**src/rtl/dmem_responder.sv**
```systemverilog
// Data-memory responder: word RAM plus console FIFO, cycle and drop registers.
// Loads are combinational; stores, pushes and pops commit on the rising edge.
module dmem_responder #(
   parameter int unsigned RAM_WORDS  = 64,
   parameter int unsigned FIFO_DEPTH = 4,
   parameter logic [31:0] MMIO_BASE  = 32'hFFFF_0000
) (
   input  logic        clk,
   input  logic        reset,
   input  logic        MemWrite,
   input  logic [31:0] DataAdr,
   input  logic [31:0] WriteData,
   output logic [31:0] ReadData,
   output logic [31:0] cons_data,
   output logic        cons_valid,
   input  logic        cons_ready
);

   localparam int AW = $clog2(RAM_WORDS);
   localparam int PW = $clog2(FIFO_DEPTH);

   localparam logic [31:0] RAM_BYTES = 32'(RAM_WORDS) << 2;
   localparam logic [31:0] CONS_ADR  = MMIO_BASE;
   localparam logic [31:0] CYCLE_ADR = MMIO_BASE + 32'd4;
   localparam logic [31:0] DROP_ADR  = MMIO_BASE + 32'd8;
   localparam logic [PW:0] FULL_CNT  = (PW+1)'(FIFO_DEPTH);

   logic [31:0] mem [RAM_WORDS];
   logic [31:0] fifoMem [FIFO_DEPTH];

   logic [31:0] wordAdr;
   logic        ramHit;
   logic        consHit;
   logic        cycleHit;
   logic        dropHit;
   logic [AW-1:0] ramIdx;

   logic [PW-1:0] rdPtr;
   logic [PW-1:0] wrPtr;
   logic [PW:0]   count;
   logic          full;
   logic          empty;
   logic          pop;
   logic          pushReq;
   logic          pushOk;
   logic          pushDrop;
   logic [7:0]    count8;
   logic [31:0]   statusWord;

   logic [31:0] cycleCnt;
   logic [15:0] dropCnt;

   assign wordAdr  = DataAdr & ~32'h3;
   assign ramHit   = DataAdr < RAM_BYTES;
   assign consHit  = wordAdr == CONS_ADR;
   assign cycleHit = wordAdr == CYCLE_ADR;
   assign dropHit  = wordAdr == DROP_ADR;
   assign ramIdx   = DataAdr[AW+1:2];

   assign full       = count == FULL_CNT;
   assign empty      = count == '0;
   assign cons_valid = !empty;
   assign cons_data  = fifoMem[rdPtr];

   // A pop on a full FIFO frees the slot the same-cycle push lands in.
   assign pop      = cons_valid && cons_ready;
   assign pushReq  = MemWrite && consHit;
   assign pushOk   = pushReq && (!full || pop);
   assign pushDrop = pushReq && !pushOk;

   assign count8     = 8'(count);
   assign statusWord = {full, empty, 22'b0, count8};

   // RAM store port; contents survive reset.
   always_ff @(posedge clk) begin
      if (!reset && MemWrite && ramHit) begin
         mem[ramIdx] <= WriteData;
      end
   end

   // FIFO storage; an accepted push writes the tail slot.
   always_ff @(posedge clk) begin
      if (!reset && pushOk) begin
         fifoMem[wrPtr] <= WriteData;
      end
   end

   // FIFO pointers and occupancy; reset flushes all queued entries.
   always_ff @(posedge clk) begin
      if (reset) begin
         rdPtr <= '0;
         wrPtr <= '0;
         count <= '0;
      end else begin
         if (pop) begin
            rdPtr <= rdPtr + PW'(1);
         end
         if (pushOk) begin
            wrPtr <= wrPtr + PW'(1);
         end
         unique case ({pushOk, pop})
            2'b10:   count <= count + (PW+1)'(1);
            2'b01:   count <= count - (PW+1)'(1);
            default: count <= count;
         endcase
      end
   end

   // Free-running cycle counter, wraps naturally.
   always_ff @(posedge clk) begin
      if (reset) begin
         cycleCnt <= '0;
      end else begin
         cycleCnt <= cycleCnt + 32'd1;
      end
   end

   // Rejected-push counter: cleared by any store to it, saturates at max.
   always_ff @(posedge clk) begin
      if (reset) begin
         dropCnt <= '0;
      end else if (MemWrite && dropHit) begin
         dropCnt <= '0;
      end else if (pushDrop && dropCnt != 16'hFFFF) begin
         dropCnt <= dropCnt + 16'd1;
      end
   end

   // Zero-latency load mux; same-cycle stores are not forwarded.
   always_comb begin
      ReadData = '0;
      unique case (1'b1)
         ramHit:   ReadData = mem[ramIdx];
         consHit:  ReadData = statusWord;
         cycleHit: ReadData = cycleCnt;
         dropHit:  ReadData = {16'b0, dropCnt};
         default:  ReadData = '0;
      endcase
   end

endmodule
```
**config.mk**
```make
export PLATFORM = sky130hd
export DESIGN_NAME = dmem_responder
export DESIGN_NICKNAME = d
export VERILOG_FILES = /design/src/rtl/dmem_responder.sv
export SDC_FILE = /design/constraint.sdc
export NUM_CORES = 2
export LEC_CHECK = 0
export ABC_AREA = 1
export BUFFER_PORTS_ARGS = -buffer_cell sky130_fd_sc_hd__buf_2
export CAP_MARGIN = 10
export CORE_ASPECT_RATIO = 1.25
export CORE_MARGIN = 4
export CORE_UTILIZATION = 63
export DETAILED_ROUTE_END_ITERATION = 8
export PLACE_DENSITY_LB_ADDON = 0.15
export SYNTH_ARGS = -nofsm -noshare
export SYNTH_HDL_FRONTEND = slang
export SYNTH_SLANG_ARGS = --single-unit
```
**constraint.sdc**
```tcl
create_clock -name clk -period 9.85 [get_ports clk]
set_input_delay 0.4925 -clock clk [delete_from_list [all_inputs] [get_ports clk]]
set_output_delay 0.4925 -clock clk [all_outputs]
set_load 0.005 [all_outputs]
```
==> out/qor.txt <==
initial DRC count - 8361
Top Ports - 133
routed length on met1 - 94000 microns
Via density - 5.85
Final HPWL DP - 140000 microns
RSZ-0062 raised after global routing - false
Worst-Skew Late Latency - 0.85 ns
DR DRC count - 0
Area Overhead vs Synth - 10.3%
total power - 19200 uW
routability cong. - 0.938
Clock Sinks - 2233
storage element area - 66500 sq um
Register-to-Register Path Depth - 7
net switching power - 4240 uW
Sum Neg Setup Slack - 0 ns
VDD IR max - 186 uV
first-pass GRT wire length - 378000 microns
Post-synth top cells - nand2_1, edfxtp_1, inv_1
Crit Path Category - primary input to output pin
relative slew slack - 15.8%
Post-Syn Area - 93200 sq um
CP required - 9.36 ns
postcts setup bufs - 0
Clk Tree Root Cell - clkbuf_16
Detailed Routing Iterations Pass 1 - 6
fmax - 0.191 GHz
Top FF cell, synth - edfxtp_1
CP startpoint kind - primary input
vias in the first global route - 60345
Worst EP arrival - 4.74 ns
crit path time final - 5.23 ns
metal3 WL - 27400 microns
r2r setup slk - 7.10 ns
Multi-input gate area - 22500 sq um
leading cell type by number of instances after synthesis - nand2_1
leading cell types by total area after synthesis - edfxtp_1, nand2_1, nand3_1
status - finished clean
height of the die - 438 microns
asr flop ratio synth - 0%
sequential power share - 54.2%
DR vias - 63646
Nets - 8875
metal2 WL - 122000 microns
largest net degree at the start of global routing - 182
Syn Area/Cell - 10.7 sq um
final slew viol count - 0
yosys warns - 0
max-cap violations - 0
GRT Util Overall - 33.2%
period utilization - 53.1%
final setup violation count - 0
layout cells sized above 1 - 7.48%
syn_nets - 8813
clock skew after layout - 0.0186 ns
Max Fanout on Critical Path - 100
Clock power frac - 40.7%
die area - 154000 sq um
CTS Buf Count - 204
Die W - 352 microns
Yosys cell types - 38
clock-pin slew on the worst setup and hold paths - 0.07 ns
Min-Delay Path Class - primary input to register
worst r2r src - dropCnt[0]
Port Buffer Count - 130
Switching Share - 22.0%
number of register bits inferred by synthesis - 2233
final core utilization - 70.1%
Comb power frac - 5.1%
Antenna Nets Post-Route - 0
num rows - 157
Cell Pwr Density - 187 nW/um^2
Top Layer Used - met5
final worst slack - 4.62 ns
Leak - 0.0405 uW
Routed WL per cell - 23.8 microns
antenna violations before repair - 9
FF-to-FF End - dropCnt[3]
pre-CTS setup slack - 4.78 ns
clk buf depth - 3
core area - 147000 sq um
FILL cells - 10121
Worst Setup End Kind - output pin
cell taking the most area after synthesis - edfxtp_1
final hold vios - 0
CTS tree - built
top cell type's share of synthesized area - 70.1%
CP startpoint - DataAdr[2]
Seq/Total Area, Yosys - 71.3%
routed wire length - 259000 microns
Final Hold Slack - 0.0526 ns
Initial Utilization - 63.5%
Clock H-tree levels - 4
Slew @ Worst Pin - 1.26 ns
Cells after Synth - 8737
EDFF count, synth - 2176
post_cts resized - 0
grt ovf - 0
internal power - 15000 uW
hold path start - cons_ready
WHS Path Cells - 4
[state kept, by name (all words and copies together) (netlist names), named ones only]
name / flops
mem: 2048
rdPtr: 2
fifoMem: 128
wrPtr: 2
count: 3
cycleCnt: 32
dropCnt: 16
[power by group through the flow]
stage	clock network, uW	registers, uW	logic (uW)
6_report	7840	10400	981
5_1_grt	8260	10400	1050
4_1_cts	7870	10400	964
3_5_place_dp	0	10600	959
3_3_place_gp	0	10600	938
2_1_floorplan	0	10600	497
[how the worst max path moves through the flow]
| stage | cells after the start | slack [ns] | endpoint |
|---|---|---|---|
| floorplan | 7 | 6.41 | mem[0][0] |
| global placement | 14 | 4.76 | ReadData[11] |
| detailed placement | 12 | 4.78 | ReadData[11] |
| CTS | 12 | 4.74 | ReadData[11] |
| global route | 12 | 4.54 | ReadData[28] |
| finish | 12 | 4.62 | ReadData[28] |
[what timing repair did]
| item | CTS | global route |
|---|---|---|
| endpoints found under the setup margin | 0 | 0 |
| endpoints found under the hold margin | 8 | 0 |
| hold buffers | 1 | 0 |
[critical path, stage by stage]
cell     delay, ns
buf_8         0.45
buf_4         0.70
buf_4         0.98
nand2_1       0.13
nand3_1       0.14
nand4_1       0.11
nand2_1       0.13
nand2_1       0.07
nor2_1        0.64
nand3_1       0.31
nand2_1       0.21
buf_2         0.14
[cells by family after synthesis]
kind of cell    share of synthesized area, %
simple gates                            20.6
fa+ha+maj                              0.115
xor+xnor                               0.178
compound gates                          2.67
flops                                   71.3
buf+inv                                 5.17
[final cells by class]
cell class                 instances  share of cell area, %
tap                             1908                   2.32
antenna                            3                0.00730
clock buffer                     255                   5.27
multi-input combinational       5296                   21.9
inverter                         782                   2.88
timing repair buffer             282                   1.92
clock inverter                   123                   1.11
sequential                      2233                   64.6
[layout by cell type, fill, tap and decap left out, types with 24 or more instances in the layout]
cell	n
edfxtp_1	2176
nand2_1	3399
nand3_1	622
nor2_1	543
dfxtp_1	56
a21oi_1	107
o22ai_1	33
nor2_4	69
nand4_1	101
buf_4	139
clkinv_2	39
clkinv_1	53
inv_1	771
o21ai_0	300
nor3_1	24
clkbuf_1	44
buf_2	127
clkbuf_16	209
[stage by stage]
step | std cells | area, sq um
after floorplan | 8737 | 93200
after detailed placement | 10500 | 96300
after CTS | 10879 | 103000
final | 10882 | 103000
after global placement | 10500 | 96300
after global routing | 10879 | 103000
[per-layer routing]
layer | vias up | GRT usage [%]
met5 | - | 0.219
met3 | 661 | 6.00
met1 | 30470 | 43.3
met4 | 4 | 18.7
met2 | 3495 | 53.4
li1 | 29016 | -
(Power assumes the default switching activity.)
